`src/rtl/irq_ctrl.sv`:
```
// irq_ctrl: edge-latching interrupt controller with per-line mask, global
// enable, fixed lowest-index priority and a request/ack/EOI CPU handshake.
// Software access goes through the shared cs_/as_/rw/addr slave bus.
module irq_ctrl #(
  parameter int NUM_IRQ = 8,
  parameter int ID_W    = 3
) (
  input  logic               clk,
  input  logic               reset,
  input  logic               cs_,
  input  logic               as_,
  input  logic               rw,
  input  logic [1:0]         addr,
  input  logic [31:0]        wr_data,
  output logic [31:0]        rd_data,
  output logic               rdy_,
  input  logic [NUM_IRQ-1:0] irq_in,
  output logic               cpu_irq,
  output logic [ID_W-1:0]    cpu_irq_id,
  input  logic               cpu_ack
);

  typedef enum logic [1:0] {
    IDLE = 2'd0,
    REQ  = 2'd1,
    SERV = 2'd2
  } state_t;

  localparam logic [1:0] A_CTRL = 2'd0;
  localparam logic [1:0] A_MASK = 2'd1;
  localparam logic [1:0] A_PEND = 2'd2;
  localparam logic [1:0] A_STAT = 2'd3;

  state_t             state, state_nxt;
  logic               enable;
  logic [NUM_IRQ-1:0] mask, pend, irq_d;
  logic [ID_W-1:0]    cur_id;

  logic               access, bus_wr, bus_rd;
  logic               wr_ctrl, wr_mask, wr_pend, eoi;
  logic [NUM_IRQ-1:0] rise, req_vec, cur_oh, clr_vec;
  logic               win_vld, cur_ok, ack_clr;
  logic [ID_W-1:0]    win_id;
  logic [31:0]        rd_mux;

  // bus decode
  assign access  = !cs_ && !as_;
  assign bus_wr  = access && !rw;
  assign bus_rd  = access && rw;
  assign wr_ctrl = bus_wr && (addr == A_CTRL);
  assign wr_mask = bus_wr && (addr == A_MASK);
  assign wr_pend = bus_wr && (addr == A_PEND);
  assign eoi     = bus_wr && (addr == A_STAT);

  // rising edges only, so a line held high fires once
  assign rise    = irq_in & ~irq_d;
  assign req_vec = enable ? (pend & mask) : '0;
  assign cur_oh  = NUM_IRQ'(1) << cur_id;
  // the in-flight request stays valid only while its line is still deliverable
  assign cur_ok  = enable && |(mask & pend & cur_oh);

  // lowest index wins: scan downward so the last hit is the smallest index
  always_comb begin
    win_vld = |req_vec;
    win_id  = '0;
    for (int i = NUM_IRQ - 1; i >= 0; i--)
      if (req_vec[i]) win_id = ID_W'(i);
  end

  // handshake next-state; ack takes precedence over withdrawal in REQ
  always_comb begin
    state_nxt = state;
    ack_clr   = 1'b0;
    case (state)
      IDLE: if (win_vld) state_nxt = REQ;
      REQ: begin
        if (cpu_ack) begin
          state_nxt = SERV;
          ack_clr   = 1'b1;
        end else if (!cur_ok) begin
          state_nxt = IDLE;
        end
      end
      SERV:    if (eoi) state_nxt = IDLE;
      default: state_nxt = IDLE;
    endcase
  end

  // pending clears from software W1C and from the CPU ack of the current id
  always_comb begin
    clr_vec = '0;
    if (wr_pend) clr_vec = clr_vec | wr_data[NUM_IRQ-1:0];
    if (ack_clr) clr_vec = clr_vec | cur_oh;
  end

  // register read mux
  always_comb begin
    rd_mux = '0;
    case (addr)
      A_CTRL: rd_mux[0] = enable;
      A_MASK: rd_mux[NUM_IRQ-1:0] = mask;
      A_PEND: rd_mux[NUM_IRQ-1:0] = pend;
      A_STAT: begin
        rd_mux[9:8]      = state;
        rd_mux[ID_W-1:0] = cur_id;
      end
      default: rd_mux = '0;
    endcase
  end

  // bus response: ready and read data both one cycle after the access
  always_ff @(posedge clk) begin
    if (reset) begin
      rdy_    <= 1'b1;
      rd_data <= '0;
    end else begin
      rdy_    <= !access;
      rd_data <= bus_rd ? rd_mux : 32'd0;
    end
  end

  // software-visible configuration
  always_ff @(posedge clk) begin
    if (reset) begin
      enable <= 1'b0;
      mask   <= '0;
    end else begin
      if (wr_ctrl) enable <= wr_data[0];
      if (wr_mask) mask   <= wr_data[NUM_IRQ-1:0];
    end
  end

  // edge capture; a new edge beats a same-cycle clear
  always_ff @(posedge clk) begin
    if (reset) begin
      irq_d <= '0;
      pend  <= '0;
    end else begin
      irq_d <= irq_in;
      pend  <= (pend & ~clr_vec) | rise;
    end
  end

  // FSM state plus the registered CPU-facing request
  always_ff @(posedge clk) begin
    if (reset) begin
      state      <= IDLE;
      cur_id     <= '0;
      cpu_irq    <= 1'b0;
      cpu_irq_id <= '0;
    end else begin
      state   <= state_nxt;
      cpu_irq <= (state_nxt == REQ);
      if (state == IDLE && win_vld) begin
        cur_id     <= win_id;
        cpu_irq_id <= win_id;
      end
    end
  end

endmodule
```
`config.mk`:
```
export PLATFORM = sky130hd
export DESIGN_NAME = irq_ctrl
export DESIGN_NICKNAME = d
export VERILOG_FILES = /design/src/rtl/irq_ctrl.sv
export SDC_FILE = /design/constraint.sdc
export NUM_CORES = 1
export LEC_CHECK = 0
export ABC_AREA = 1
export BUFFER_PORTS_ARGS = -buffer_cell sky130_fd_sc_hd__clkbuf_2
export CORE_ASPECT_RATIO = 0.75
export CORE_MARGIN = 5
export CORE_UTILIZATION = 47
export CTS_CLUSTER_DIAMETER = 80
export DETAILED_ROUTE_END_ITERATION = 6
export HOLD_SLACK_MARGIN = 0.02
export PLACE_DENSITY = 0.77
export SLEW_MARGIN = 20
export SYNTH_ARGS = -nofsm -noshare
export SYNTH_HDL_FRONTEND = slang
export SYNTH_SLANG_ARGS = --single-unit
```
`constraint.sdc`:
```
create_clock -name clk -period 1.3 [get_ports clk]
set_input_delay 0.195 -clock clk [delete_from_list [all_inputs] [get_ports clk]]
set_output_delay 0.195 -clock clk [all_outputs]
set_load 0.02 [all_outputs]
```
==> reports/metrics.csv, run 1 <==
stage;metric;value;unit
placed_design;placed_area;2310;um^2
synthesis;synth_top_area_cell;dfxtp_1;
cells_and_area;layout_commonest_cell;nand2_1;
power;swShare;25.4;%
sta;hold_slack;0.0851;ns
cells_and_area;final_cell_mix;57 x nand2_1, 38 x dfxtp_1, 38 x clkbuf_2, 25 x buf_4, 22 x conb_1;
clock_tree;cts_tree;built;
drt;viasPerCell;5.06;
worst_setup_path;path_cells;buf_4 > nand3_2 > nand2_2 > nor2_4 > a21oi_4 > inv_2 > nand2_1 > nand2_1 > nor2_2;
worst_setup_path;worst_r2r_path_depth;9;
drt;via_count;1933;
synthesis;syn_area;1990;um^2
synthesis;synthCells;265;
floorplanning;die_y;66.4;um
clock_tree;cts_root_buf;clkbuf_8;
drt;ant_nets;0;
sta;fin_crit;1.27;ns
synthesis;synth_ff_type;dfxtp_1;
worst_setup_path;cp.arrival;1.52;ns
hold_path;whs_endpoint;irq_d[7];
floorplanning;dieArea;5660;um^2
hold_path;hp-class;input pin to flop;
synthesis;yosys_register_bits;42;
worst_setup_path;cp-start-kind;flop;
power;power_density;1060;nW/um^2
cells_and_area;layout-drive-gt1-share;31.5;%
synthesis;syn_area_per_cell;7.52;um^2
synthesis;seq_area_frac_synth;42.2;%
power;p_int;1.99;mW
worst_setup_path;rr_startpoint;enable;
hold_path;whs_path_depth;3;
clock_tree;hold_buffers;0;
clock_tree;clk_latency;0.31;ns
drt;dr.pass1.iters;7;
placed_design;dp_hpwl;3.98;mm
power;pwr-share-comb;10.6;%
worst_setup_path;worstReg2RegEnd;cur_id[1];
sta;finalSetupViolCount;0;
synthesis;async_flop_share;0;%
hold_path;holdCritStartpoint;irq_in[7];
worst_setup_path;required;1.55;ns
drt;wl_per_cell;14.0;um
clock_tree;clkSinkCount;42;
cells_and_area;antenna_cells;0;
power;leakagePower;1.14;nW
worst_setup_path;ff2ff_setup_slack;0.03;ns
clock_tree;clk_pin_slew;0.08;ns
cells_and_area;syn_to_final_growth;25.9;%
worst_setup_path;max_stage_delay;0.34;ns
drt;first_iter_violations;136;
placed_design;io_buffers;38;
sta;skew;0.00818;ns
power;ir_drop;0.000842;V
worst_setup_path;crit_top_cell;nand2_1;
power;pwr-share-seq;51.0;%
clock_tree;cts_made_buffers;5;
drt;post-route-drc-count;0;
floorplanning;start_util;48.9;%
worst_setup_path;slowest_stage;dfxtp_2;
synthesis;netlist.area_leader.share;42.2;%
clock_tree;clockBufferDepth;2;
cells_and_area;design_area;2510;um^2
grt;grt_max_degree;25;
sta;finalMaxSlewViolations;0;
worst_setup_path;end_kind;flop;
run;maxCapViolations;0;
cells_and_area;final_nets;379;
power;power_switching;677;uW
grt;grt_pass1_wl;8.58;mm
grt;grt_usage;20.1;%
synthesis;yosys.cell_types.count;26;
synthesis;synth_warnings;0;
grt;grt_overflow_total;0;
sta;fin_crit_sh;97.9;%
drt;wl;5.36;mm
worst_setup_path;cp_max_fo;4;
grt;grt_pass1_vias;1749;
sta;final_hold_viol_count;0;
worst_setup_path;crit_type;flop to flop;
sta;clock.fmax;786;MHz
sta;grt_setup_unrepaired;yes;
power;power_frac_clock;38.4;%
grt;antenna_found_initial;0;
status;outcome;completed;
synthesis;synth_edf_count;0;
floorplanning;ios;85;
floorplanning;core;4080;um^2
placed_design;gp_congestion;0.999;
clock_tree;h-tree-depth;2;
synthesis;netlist_top_cells_area;dfxtp_1 42%, nand2_1 12%, buf_4 8.7%;
floorplanning;die_width;85.2;um
floorplanning;rows;20;
==> through the flow <==
| step | util (%) | TNS, ns | instances | worst slack [ns] | power, mW |
|---|---|---|---|---|---|
| floorplan | - | 0 | 286 | 0.0625 | 1.60 |
| global placement | 56.7 | 0 | 373 | 0.00279 | 1.66 |
| detailed placement | 56.7 | -0.0166 | 373 | -0.0166 | 1.66 |
| CTS | 59.7 | 0 | 381 | 0.00339 | 2.68 |
| finish | 61.5 | 0 | 382 | 0.0277 | 2.66 |
| global route | 61.5 | -0.134 | 382 | -0.0633 | 2.78 |
==> sequential cells by signal, indices dropped and copies added (netlist names) <==
signal,flops
state,2
pend,8
mask,8
enable,1
irq_d,8
rdy_,1
rd_data,10
cur_id,3
cpu_irq,1
==> synth_stat cells, types with 5 or more instances <==
cell type and number:
nand2_1 62, dfxtp_1 42, nand3_1 24, buf_4 23, a21oi_1 21, inv_1 16, nor2_1 13, inv_2 8
nand4_1 6, o22ai_1 6, ha_1 5, o211ai_1 5
==> routing by layer <==
| metal | GRT usage, % | routed length, um |
|---|---|---|
| met3 | 7.60 | 487 |
| met2 | 31.5 | 2500 |
| met1 | 26.1 | 2270 |
| met4 | 4.74 | 102 |
| met5 | 0 | 0 |
==> critical path, delay by kind of cell (launching register included) <==
kind                   cells  cell delay (ns)
AO/OA/AOI/OAI              1             0.20
buffers and inverters      2             0.22
AND/OR/NAND/NOR            6             0.45
flip-flops                 1             0.34
==> power groups by stage <==
stage | clock [mW] | sequential, mW | combinational [mW]
after floorplan | 0 | 1.39 | 0.210
after global placement | 0 | 1.39 | 0.269
after detailed placement | 0 | 1.39 | 0.275
after CTS | 1.04 | 1.36 | 0.277
after global routing | 1.10 | 1.36 | 0.312
final | 1.02 | 1.36 | 0.282
==> repair_timing <==
action                                  4_1_cts  5_1_grt
endpoints found under the hold margin         0        0
endpoints found under the setup margin        3       11
gates resized for setup                       4       19
buffers inserted                              0        1
gates cloned                                  0        0
pin swaps                                     1        4
==> layout make-up <==
class / instances / area [um^2]
clock buffer: 5 / 68.8
clock inverter: 3 / 40.0
fill: 380 / 1570
inverter: 24 / 90.1
multi-input combinational: 189 / 1000
sequential: 42 / 851
tap: 55 / 68.8
timing repair buffer: 64 / 389
==> worst max path at each step <==
stage,from,endpoint,cells after the start
detailed placement,enable,cur_id[1],8
global placement,enable,cur_id[1],9
floorplan,cur_id[2],cpu_irq,7
CTS,cur_id[2],cpu_irq,8
finish,enable,cur_id[1],9
global route,enable,cur_id[1],9
==> cells by family after synthesis <==
| logic type | Yosys count | synth area share [%] |
|---|---|---|
| and+or+nand+nor | 115 | 25.4 |
| buffers and inverters | 55 | 14.9 |
| other | 1 | 0.188 |
| adders and majority gates | 5 | 3.14 |
| DFF | 42 | 42.2 |
| AOI/OAI and AO/OA | 47 | 14.2 |
Power figures use the tool's default switching activity.
==> inputs of run 2 (changes only) <==
--- a/config.mk
+++ b/config.mk
@@ -14,6 +14,7 @@
 export DETAILED_ROUTE_END_ITERATION = 6
 export HOLD_SLACK_MARGIN = 0.02
 export PLACE_DENSITY = 0.77
+export SETUP_SLACK_MARGIN = 0.2
 export SLEW_MARGIN = 20
 export SYNTH_ARGS = -nofsm -noshare
 export SYNTH_HDL_FRONTEND = slang
==> run 2 against run 1 <==
Hold slack improved by 0.011 ns. Global-route usage shrank 0.54 points. Highest routed layer unchanged. Total power decreased by 5.2%. Cell area shrank 1.4%. Die area unchanged. Sequential power barely moved. Cell count decreased by 2.9%.
==> reports/metrics.csv, run 2 (synthesized netlist as in run 1, its figures left out) <==
stage;metric;value;unit;change
status;outcome;completed;;unchanged
clock_tree;hold_buffers;0;;unchanged
worst_setup_path;worstReg2RegEnd;cur_id[1];;unchanged
floorplanning;core;4080;um^2;unchanged
drt;wl_met2;2.50;mm;about the same
worst_setup_path;cp_top_family;simple AND/OR/NAND/NOR gates;;unchanged
power;ir_drop;0.000712;V;was 0.000842 V
grt;grt_pass1_wl;8.55;mm;was 8.58 mm
sta;setup_tns;0;ns;unchanged
worst_setup_path;end_kind;flop;;unchanged
cells_and_area;largest_reg_flops;10;;unchanged
drt;viasPerCell;5.07;;was 5.06
power;power_density;1020;nW/um^2;was 1060 nW/um^2
placed_design;gp_congestion;0.949;;was 0.999
cells_and_area;antenna_cells;0;;unchanged
clock_tree;clkSinkCount;42;;unchanged
cells_and_area;layout_commonest_cell;nand2_1;;unchanged
sta;skew;0.00662;ns;was 0.00818 ns
sta;finalMaxSlewViolations;0;;unchanged
sta;fin_crit_sh;96.6;%;was 97.9%
clock_tree;h-tree-depth;2;;unchanged
drt;post-route-drc-count;0;;unchanged
worst_setup_path;worst_r2r_path_depth;9;;unchanged
grt;antenna_found_initial;0;;unchanged
hold_path;whs_path_depth;3;;unchanged
power;swShare;27.1;%;was 25.4%
placed_design;io_buffers;38;;unchanged
hold_path;whs_endpoint;irq_d[5];;was irq_d[7]
worst_setup_path;crit_top_cell;nand2_1;;unchanged
worst_setup_path;path_cells;buf_12 > nand3_2 > nand2_1 > nor2_2 > a21oi_4 > inv_2 > nand2_1 > nand2_1 > nor2_2;;was buf_4 > nand3_2 > nand2_2 > nor2_4 > a21oi_4 > inv_2 > nand2_1 > nand2_1 > nor2_2
worst_setup_path;cp.arrival;1.50;ns;was 1.52 ns
worst_setup_path;ff2ff_setup_slack;0.04;ns;was 0.03 ns
cells_and_area;design_area;2470;um^2;was 2510 um^2
clock_tree;clockBufferDepth;2;;unchanged
drt;first_iter_violations;136;;unchanged
clock_tree;clk_latency;0.30;ns;was 0.31 ns
worst_setup_path;slowest_stage;dfxtp_2;;unchanged
drt;via_count;1881;;was 1933
drt;dr.pass1.iters;4;;was 7
power;power_frac_clock;35.3;%;was 38.4%
drt;wirelength_met1;2.43;mm;was 2.27 mm
sta;hold_slack;0.0957;ns;was 0.0851 ns
power;finalPower;2.53;mW;was 2.66 mW
grt;grt_usage;19.6;%;was 20.1%
hold_path;hp-class;input pin to flop;;unchanged
drt;topRoutingLayerUsed;met4;;unchanged
grt;grt_max_degree;25;;unchanged
worst_setup_path;required;1.54;ns;was 1.55 ns
sta;fin_crit;1.26;ns;was 1.27 ns
worst_setup_path;cp_num_buf_inv;2;;unchanged
floorplanning;start_util;48.9;%;unchanged
cells_and_area;final_cell_mix;59 x nand2_1, 37 x dfxtp_1, 36 x clkbuf_2, 22 x conb_1, 21 x a21oi_1;;was 57 x nand2_1, 38 x dfxtp_1, 38 x clkbuf_2, 25 x buf_4, 22 x conb_1
sta;finalSetupViolCount;0;;unchanged
floorplanning;die_y;66.4;um;unchanged
clock_tree;cts_root_buf;clkbuf_8;;unchanged
floorplanning;dieArea;5660;um^2;unchanged
drt;wl_per_cell;14.4;um;was 14.0 um
power;power_switching;685;uW;was 677 uW
cells_and_area;regMostFlops;rd_data;;unchanged
power;pwr-share-seq;54.1;%;was 51.0%
sta;grt_setup_unrepaired;yes;;unchanged
cells_and_area;syn_to_final_growth;24.1;%;was 25.9%
cells_and_area;layout-drive-gt1-share;30.7;%;was 31.5%
power;pwr-share-comb;10.6;%;about the same
run;maxCapViolations;0;;unchanged
power;p_int;1.84;mW;was 1.99 mW
floorplanning;die_width;85.2;um;unchanged
drt;ant_nets;0;;unchanged
worst_setup_path;cp_max_fo;9;;was 4
hold_path;holdCritStartpoint;irq_in[5];;was irq_in[7]
clock_tree;clk_pin_slew;0.08;ns;about the same
floorplanning;ios;85;;unchanged
worst_setup_path;cp-start-kind;flop;;unchanged
floorplanning;rows;20;;unchanged
sta;final_hold_viol_count;0;;unchanged
drt;wl_met3;344;um;was 487 um
grt;grt_pass1_vias;1778;;was 1749
clock_tree;cts_made_buffers;5;;unchanged
placed_design;dp_hpwl;4.01;mm;was 3.98 mm
grt;grt_overflow_total;0;;unchanged
power;leakagePower;1.09;nW;was 1.14 nW
cells_and_area;final_nets;368;;was 379
drt;wl;5.33;mm;was 5.36 mm
worst_setup_path;max_stage_delay;0.35;ns;was 0.34 ns
worst_setup_path;crit_type;flop to flop;;unchanged
clock_tree;cts_tree;built;;unchanged
placed_design;placed_area;2260;um^2;was 2310 um^2
worst_setup_path;rr_startpoint;enable;;unchanged
sta;clock.fmax;797;MHz;was 786 MHz
run 2: changes by cell type in the layout (fill, tap and decap cells not counted), moves of 2 or more:
cell / previous run / this run
inv_4: 0 / 2
nor2_4: 1 / 3
clkbuf_2: 38 / 36
nand2_1: 57 / 59
buf_4: 25 / 14
nor2_1: 12 / 9
nand2_2: 5 / 2
inv_1: 16 / 14
run 2: metal layers:
metal | up-vias | GRT usage (%)
met3 | 7 | 4.61
met4 | 0 | 6.72
met5 | - | 0
met2 | 69 | 31.3
li1 | 940 | -
met1 | 865 | 25.8
run 2: repair_timing:
item | 4_1_cts | 5_1_grt
pin swaps | 6 | 6
setup endpoints to repair | 15 | 17
buffers inserted | 2 | 1
gates resized for setup | 13 | 16
run 2: worst max path at each step:
stage | startpoint | to | slack [ns] | cells past startpoint
after floorplan | enable | cur_id[1] | 0.18 | 9
after global placement | as_ | pend[5] | 0.03 | 7
after detailed placement | addr[0] | mask[6] | -0.009 | 6
after CTS | enable | cur_id[1] | 0.06 | 9
after global routing | enable | cur_id[1] | -0.04 | 9
final | enable | cur_id[1] | 0.04 | 9
run 2: layout make-up:
cell class | instances | area [um^2]
Tap cell | 55 | 68.8
Timing Repair Buffer | 53 | 322
Sequential cell | 42 | 855
Inverter | 24 | 95.1
Clock buffer | 6 | 82.6
Multi-Input combinational cell | 189 | 1040
Fill cell | 386 | 1610
Clock inverter | 2 | 12.5
run 2: per-stage QoR:
| step | setup WS [ns] | util [%] | cells |
|---|---|---|---|
| after floorplan | 0.182 | - | 286 |
| after global placement | 0.0282 | 55.5 | 360 |
| after detailed placement | -0.00877 | 55.5 | 360 |
| after CTS | 0.0623 | 59.2 | 370 |
| after global routing | -0.0351 | 60.6 | 371 |
| final | 0.0447 | 60.6 | 371 |
run 2: worst reg2reg max path, stage by stage (launching register included):
cell and delay, ns:
dfxtp_2 0.35, buf_12 0.14, nand3_2 0.10, nand2_1 0.10
nor2_2 0.06, a21oi_4 0.18, inv_2 0.08, nand2_1 0.06
nand2_1 0.07, nor2_2 0.07
run 2: power by group through the flow:
stage	combinational (mW)	sequential (mW)	clock (mW)
detailed placement	0.262	1.40	0
CTS	0.265	1.37	0.895
finish	0.269	1.37	0.891
floorplan	0.213	1.39	0
global route	0.297	1.37	0.959
global placement	0.256	1.39	0
